File: src/rtl/word_align_pkg.sv
// rtl/word_align_pkg.sv - shared state encoding and widths for the word aligner
// Contents: align_state_t (IDLE/SEARCH/VERIFY/LOCKED), byte/offset/counter widths,
//           next_offset() helper for the wrapping 3-bit shift offset.
package word_align_pkg;

    typedef enum logic [1:0] {
        ST_IDLE   = 2'd0,
        ST_SEARCH = 2'd1,
        ST_VERIFY = 2'd2,
        ST_LOCKED = 2'd3
    } align_state_t;

    localparam int BYTE_W         = 8;
    localparam int HIST_W         = 2 * BYTE_W;
    localparam int OFFSET_W       = 3;
    localparam int RUN_CNT_W      = 4;
    localparam int RELOCK_CNT_W   = 8;
    localparam int SYNC_ERR_CNT_W = 16;

    // Offset advances 0..7 and wraps back to 0.
    function automatic logic [OFFSET_W-1:0] next_offset(input logic [OFFSET_W-1:0] off);
        return off + 1'b1;
    endfunction

endpackage

File: src/rtl/byte_bit_shifter.sv
// rtl/byte_bit_shifter.sv - two-byte history and bit-offset byte selection
// Ports: clk160, rst (async, high) | data_in[7:0] raw byte, bit 7 first on the wire
//        bit_offset[2:0] shift applied | cand[7:0] byte starting bit_offset bits into prev
module byte_bit_shifter
    import word_align_pkg::*;
(
    input  logic                clk160,
    input  logic                rst,
    input  logic [BYTE_W-1:0]   data_in,
    input  logic [OFFSET_W-1:0] bit_offset,
    output logic [BYTE_W-1:0]   cand
);

    logic [BYTE_W-1:0] prev;
    logic [HIST_W-1:0] hist;
    logic [3:0]        msb_idx;

    always_ff @(posedge clk160 or posedge rst) begin
        if (rst) begin
            prev <= '0;
        end else begin
            prev <= data_in;
        end
    end

    // Oldest bit sits at hist[15]; offset k picks the byte that starts k bits later.
    assign hist    = {prev, data_in};
    assign msb_idx = 4'd15 - {1'b0, bit_offset};
    assign cand    = hist[msb_idx -: BYTE_W];

endmodule

File: src/rtl/word_align_ctrl.sv
// rtl/word_align_ctrl.sv - sync-byte search, frame lock and aligned byte output
// Ports: clk160, rst (async, high) | data_in[7:0], delay_ready, align_enable, sync_word[7:0],
//        reset_counters | data_out[7:0], data_valid, sof, locked, bit_offset[2:0],
//        relock_count[7:0], sync_err_count[15:0]
// Macro WORD_ALIGN_SYNC_ERR_CNT_EN: enables the sync_err_count statistic (else tied to 0).
module word_align_ctrl
    import word_align_pkg::*;
#(
    parameter int FRAME_LEN    = 16,
    parameter int LOCK_COUNT   = 4,
    parameter int UNLOCK_COUNT = 3
) (
    input  logic                      clk160,
    input  logic                      rst,
    input  logic [BYTE_W-1:0]         data_in,
    input  logic                      delay_ready,
    input  logic                      align_enable,
    input  logic [BYTE_W-1:0]         sync_word,
    input  logic                      reset_counters,
    output logic [BYTE_W-1:0]         data_out,
    output logic                      data_valid,
    output logic                      sof,
    output logic                      locked,
    output logic [OFFSET_W-1:0]       bit_offset,
    output logic [RELOCK_CNT_W-1:0]   relock_count,
    output logic [SYNC_ERR_CNT_W-1:0] sync_err_count
);

    localparam int FP_W = (FRAME_LEN > 1) ? $clog2(FRAME_LEN) : 1;
    localparam logic [FP_W-1:0]      FP_LAST       = FP_W'(FRAME_LEN - 1);
    localparam logic [RUN_CNT_W-1:0] LOCK_TARGET   = RUN_CNT_W'(LOCK_COUNT);
    localparam logic [RUN_CNT_W-1:0] UNLOCK_TARGET = RUN_CNT_W'(UNLOCK_COUNT);

    align_state_t         state;
    logic [FP_W-1:0]      frame_pos;
    logic [FP_W-1:0]      frame_pos_next;
    logic [FP_W-1:0]      win_cnt;
    logic [RUN_CNT_W-1:0] hit_cnt;
    logic [RUN_CNT_W-1:0] miss_cnt;
    logic [BYTE_W-1:0]    cand;
    logic                 run;
    logic                 match;
    logic                 at_frame_start;
    logic                 locked_miss;
    logic                 lock_lost;

    byte_bit_shifter u_shifter (
        .clk160     (clk160),
        .rst        (rst),
        .data_in    (data_in),
        .bit_offset (bit_offset),
        .cand       (cand)
    );

    assign run            = delay_ready && align_enable;
    assign match          = (cand == sync_word);
    assign at_frame_start = (frame_pos == '0);
    assign frame_pos_next = (frame_pos == FP_LAST) ? '0 : frame_pos + 1'b1;
    assign locked_miss    = run && (state == ST_LOCKED) && at_frame_start && !match;
    assign lock_lost      = locked_miss && ((miss_cnt + 1'b1) == UNLOCK_TARGET);

    always_ff @(posedge clk160 or posedge rst) begin
        if (rst) begin
            state      <= ST_IDLE;
            bit_offset <= '0;
            frame_pos  <= '0;
            win_cnt    <= '0;
            hit_cnt    <= '0;
            miss_cnt   <= '0;
            data_out   <= '0;
            data_valid <= 1'b0;
            sof        <= 1'b0;
            locked     <= 1'b0;
        end else begin
            // Outputs reflect the state before this edge, so the completing sync hit is not flagged.
            data_out   <= cand;
            data_valid <= (state == ST_LOCKED);
            locked     <= (state == ST_LOCKED);
            sof        <= (state == ST_LOCKED) && at_frame_start;

            if (!run) begin
                state      <= ST_IDLE;
                bit_offset <= '0;
                frame_pos  <= '0;
                win_cnt    <= '0;
                hit_cnt    <= '0;
                miss_cnt   <= '0;
            end else begin
                frame_pos <= frame_pos_next;
                case (state)
                    ST_IDLE: begin
                        state   <= ST_SEARCH;
                        win_cnt <= '0;
                    end
                    ST_SEARCH: begin
                        if (match) begin
                            // The matched byte defines frame position 0.
                            frame_pos <= FP_W'(1);
                            hit_cnt   <= RUN_CNT_W'(1);
                            miss_cnt  <= '0;
                            state     <= (LOCK_COUNT == 1) ? ST_LOCKED : ST_VERIFY;
                        end else if (win_cnt == FP_LAST) begin
                            win_cnt    <= '0;
                            bit_offset <= next_offset(bit_offset);
                        end else begin
                            win_cnt <= win_cnt + 1'b1;
                        end
                    end
                    ST_VERIFY: begin
                        if (at_frame_start) begin
                            if (match) begin
                                hit_cnt <= hit_cnt + 1'b1;
                                if ((hit_cnt + 1'b1) == LOCK_TARGET) begin
                                    state    <= ST_LOCKED;
                                    miss_cnt <= '0;
                                end
                            end else begin
                                state      <= ST_SEARCH;
                                win_cnt    <= '0;
                                bit_offset <= next_offset(bit_offset);
                            end
                        end
                    end
                    ST_LOCKED: begin
                        if (at_frame_start) begin
                            if (match) begin
                                miss_cnt <= '0;
                            end else if (lock_lost) begin
                                // Offset is kept: the link most likely slipped frame, not bit.
                                state    <= ST_SEARCH;
                                win_cnt  <= '0;
                                miss_cnt <= '0;
                            end else begin
                                miss_cnt <= miss_cnt + 1'b1;
                            end
                        end
                    end
                    default: state <= ST_IDLE;
                endcase
            end
        end
    end

    always_ff @(posedge clk160 or posedge rst) begin
        if (rst) begin
            relock_count <= '0;
        end else if (reset_counters) begin
            relock_count <= '0;
        end else if (lock_lost && (relock_count != '1)) begin
            relock_count <= relock_count + 1'b1;
        end
    end

`ifdef WORD_ALIGN_SYNC_ERR_CNT_EN
    always_ff @(posedge clk160 or posedge rst) begin
        if (rst) begin
            sync_err_count <= '0;
        end else if (reset_counters) begin
            sync_err_count <= '0;
        end else if (locked_miss && (sync_err_count != '1)) begin
            sync_err_count <= sync_err_count + 1'b1;
        end
    end
`else
    assign sync_err_count = '0;
`endif

endmodule

File: config.mk
export PLATFORM = sky130hd
export DESIGN_NAME = word_align_ctrl
export DESIGN_NICKNAME = d
export VERILOG_FILES = /design/src/rtl/word_align_pkg.sv /design/src/rtl/byte_bit_shifter.sv /design/src/rtl/word_align_ctrl.sv
export SDC_FILE = /design/constraint.sdc
export NUM_CORES = 1
export LEC_CHECK = 0
export CELL_PAD_IN_SITES_DETAIL_PLACEMENT = 0
export CELL_PAD_IN_SITES_GLOBAL_PLACEMENT = 1
export CORE_AREA = 3 3 80 101
export DETAILED_ROUTE_END_ITERATION = 8
export DIE_AREA = 0 0 83 104
export PLACE_DENSITY = 0.83
export SYNTH_ARGS = -nofsm -noshare
export SYNTH_HDL_FRONTEND = slang
export SYNTH_HIERARCHICAL = 1
export SYNTH_SLANG_ARGS = --single-unit
File: constraint.sdc
create_clock -name clk160 -period 3.8 [get_ports clk160]
set_input_delay 0.38 -clock clk160 [delete_from_list [all_inputs] [get_ports clk160]]
set_output_delay 0.38 -clock clk160 [all_outputs]
set_load 0.02 [all_outputs]
==> qor.yml <==
status:
  status: "complete, no violations"
floorplanning:
  io_pins: 59
  die_w_um: 83
  core-area_um2: 7270
  die_area_um2: 8630
  rows: 35
  die_y_um: 104
  initial_utilization: 0.390
grt:
  grt_pass1_wl_um: 9810
  antenna_found_initial: 0
  grt_pass1_vias: 2166
  track_usage: 0.137
  grt_max_degree: 40
  gr-total-overflow: 0
cells_and_area:
  stdcell_count: 410
  final_cell_mix: "47 x dfrtp_1, 42 x clkdlybuf4s50_1, 24 x nand2_1"
  final_common_cell: "dfrtp_1"
  diodes: 0
  area_growth_pct: 18.2
  drive_gt1_frac: 0.0786
  nets: 350
drt:
  firstDrtPassIters: 4
  vias_per_cell: 5.16
  drt-total-wl_um: 5820
  drtIter0Drc: 109
  met1_length_um: 2290
  num_vias: 2117
  routed.top_layer: "met4"
  wl_per_cell_um: 14.2
  wl_met2_um: 3090
  drc_errors: 0
  ant_nets: 0
  dr_wl_met3_um: 358
worst_setup_path:
  slowest_stage: "dfrtp_1"
  path_class: "register to register"
  worstSetupStartpointType: "register"
  critical_path.max_stage_delay_ps: 660
  setup.worst_path.end_class: "register"
  crit_fanout: 12
  worst_ep_required_time_ps: 3990
  path_cells: "mux4_2 -> nand2_1 -> o221ai_1 -> xnor2_1 -> nand4_1 -> nor2_1 -> buf_4 -> a221oi_1 -> o22ai_1 -> mux2_2"
  crit_arrival_ps: 3240
clocking:
  cts.sinks: 47
  cts_tree: "yes"
  cts_setup_buffers: 0
  insertion_delay_ps: 300
  clockBufferDepth: 2
  cts-root-buf: "clkbuf_8"
  cts_inserted_buffers: 5
  htreeDepth: 2
  post_cts_resized: 0
  clk_transition_reported_paths_ps: 90
  cts_hold_buf: 0
yosys:
  mappedNetlistArea_um2: 2830
  synth_cell_types: 52
  ys_seq_elements: 47
  synthFlopType: "dfrtp_1"
  synth-seq-area-share: 0.415
  netlist_instances: 276
  async_flop_share: 1.00
  synth_edf_count: 0
  ys_warn_count: 6
  synth.avg_cell_area_um2: 10.3
power_and_ir_drop:
  cellLeakagePower_nw: 1.43
  power.density_nw_per_um2: 293
  peakVddDrop_uv: 210
timing:
  rsz0062_at_grt: "false"
  clock_skew_ps: 9.95
  worst_slew_pin_slew_ps: 730
  hold_slack_ps: 342
  maxSlewViolCount: 0
  setup_slack_ps: 749
  setup_violations: 0
  period_minus_slack_ps: 3050
  fin_crit_sh: 0.803
  hold_viol: 0
  fin_setup_tns_ps: 0
  slew_headroom: 0.510
  clock.fmax_mhz: 328
placement:
  portBuffers: 42
  place_ws_ps: 691
  place_inst: 402
  dpl.hpwl_um: 4470
  place_congestion: 0.845
hold_path:
  hold_class: "input pin to asynchronous set/reset pin"
flow_run:
  drv_cap: 0
## final timing paths
path | start | to | slack [ps] | cells after the start
setup / recovery | bit_offset[0] | state[1] | 750 | 10
hold / removal | rst | u_shifter/prev[2] | 340 | 2
setup reg to reg | bit_offset[0] | state[1] | 750 | 10
hold reg to reg | win_cnt[0] | win_cnt[0] | 530 | 1
max in group asynchronous | rst | relock_count[1] | 2920 | 3
min in group clk160 | data_in[0] | u_shifter/prev[0] | 520 | 1
## through the flow
step                 util  total power, W  cell area (um^2)
floorplan               -        0.000646              2890
global placement    0.449        0.000694              3260
detailed placement  0.449        0.000696              3260
CTS                 0.460        0.000994              3350
global route        0.460         0.00102              3350
finish              0.460        0.000979              3350
## layer usage
metal / global-route usage / up-vias
met1: 0.148 / 1016
met5: 0 / -
met4: 0.0421 / 0
li1: - / 1033
met3: 0.0341 / 6
met2: 0.258 / 62
## report_power, final
part | internal, W | switching (W) | leakage [nW]
combinational | 0.0000693 | 0.0000878 | 0.773
sequential | 0.000515 | 0.0000127 | 0.616
clock | 0.000129 | 0.000165 | 0.0412
## worst max-delay path: cells and delay by family, from the launching register on
kind	cells	cell delay, ps
buffers and inverters	1	190
muxes	2	980
DFF	1	660
AOI/OAI and AO/OA	3	450
and+or+nand+nor	3	460
xor gates and xnor gates	1	200
## flip-flops by register name (all words and copies together), names as in the netlist, 2 cells and up
signal          flops
win_cnt             4
hit_cnt             4
relock_count        8
state               2
bit_offset          3
data_out            8
frame_pos           4
miss_cnt            4
u_shifter/prev      8
## Yosys cell counts (4+ instances only)
| cell | count | share of area |
|---|---|---|
| nor3b_1 | 5 | 0.013 |
| a21o_1 | 7 | 0.019 |
| nor3_1 | 5 | 0.0088 |
| o22ai_1 | 7 | 0.015 |
| mux2_2 | 5 | 0.020 |
| mux2i_1 | 18 | 0.064 |
| inv_1 | 11 | 0.015 |
| o21ai_0 | 11 | 0.019 |
| nand2_1 | 24 | 0.032 |
| a21oi_1 | 6 | 0.011 |
| nand3_1 | 8 | 0.014 |
| nor2_1 | 16 | 0.021 |
| buf_4 | 18 | 0.048 |
| nand4_1 | 4 | 0.0088 |
| o221ai_1 | 4 | 0.012 |
| xnor2_1 | 15 | 0.046 |
| and3_1 | 7 | 0.015 |
| ha_1 | 12 | 0.053 |
| dfrtp_1 | 47 | 0.42 |
## logic make-up after synthesis
group,synth area share
DFF,0.415
AOI/OAI and AO/OA,0.130
other,0.00132
xor gates and xnor gates,0.0623
and+or+nand+nor,0.156
muxes,0.0994
adders and majority gates,0.0530
buffers and inverters,0.0826
## cell type report
cell class | count | area (um^2)
inverter | 11 | 41.3
multi-input combinational | 206 | 1480
clock inverter | 2 | 12.5
clock buffer | 6 | 72.6
fill | 737 | 3920
tap | 92 | 115
sequential | 47 | 1180
timing repair buffer | 46 | 450
(Power assumes the default switching activity.)
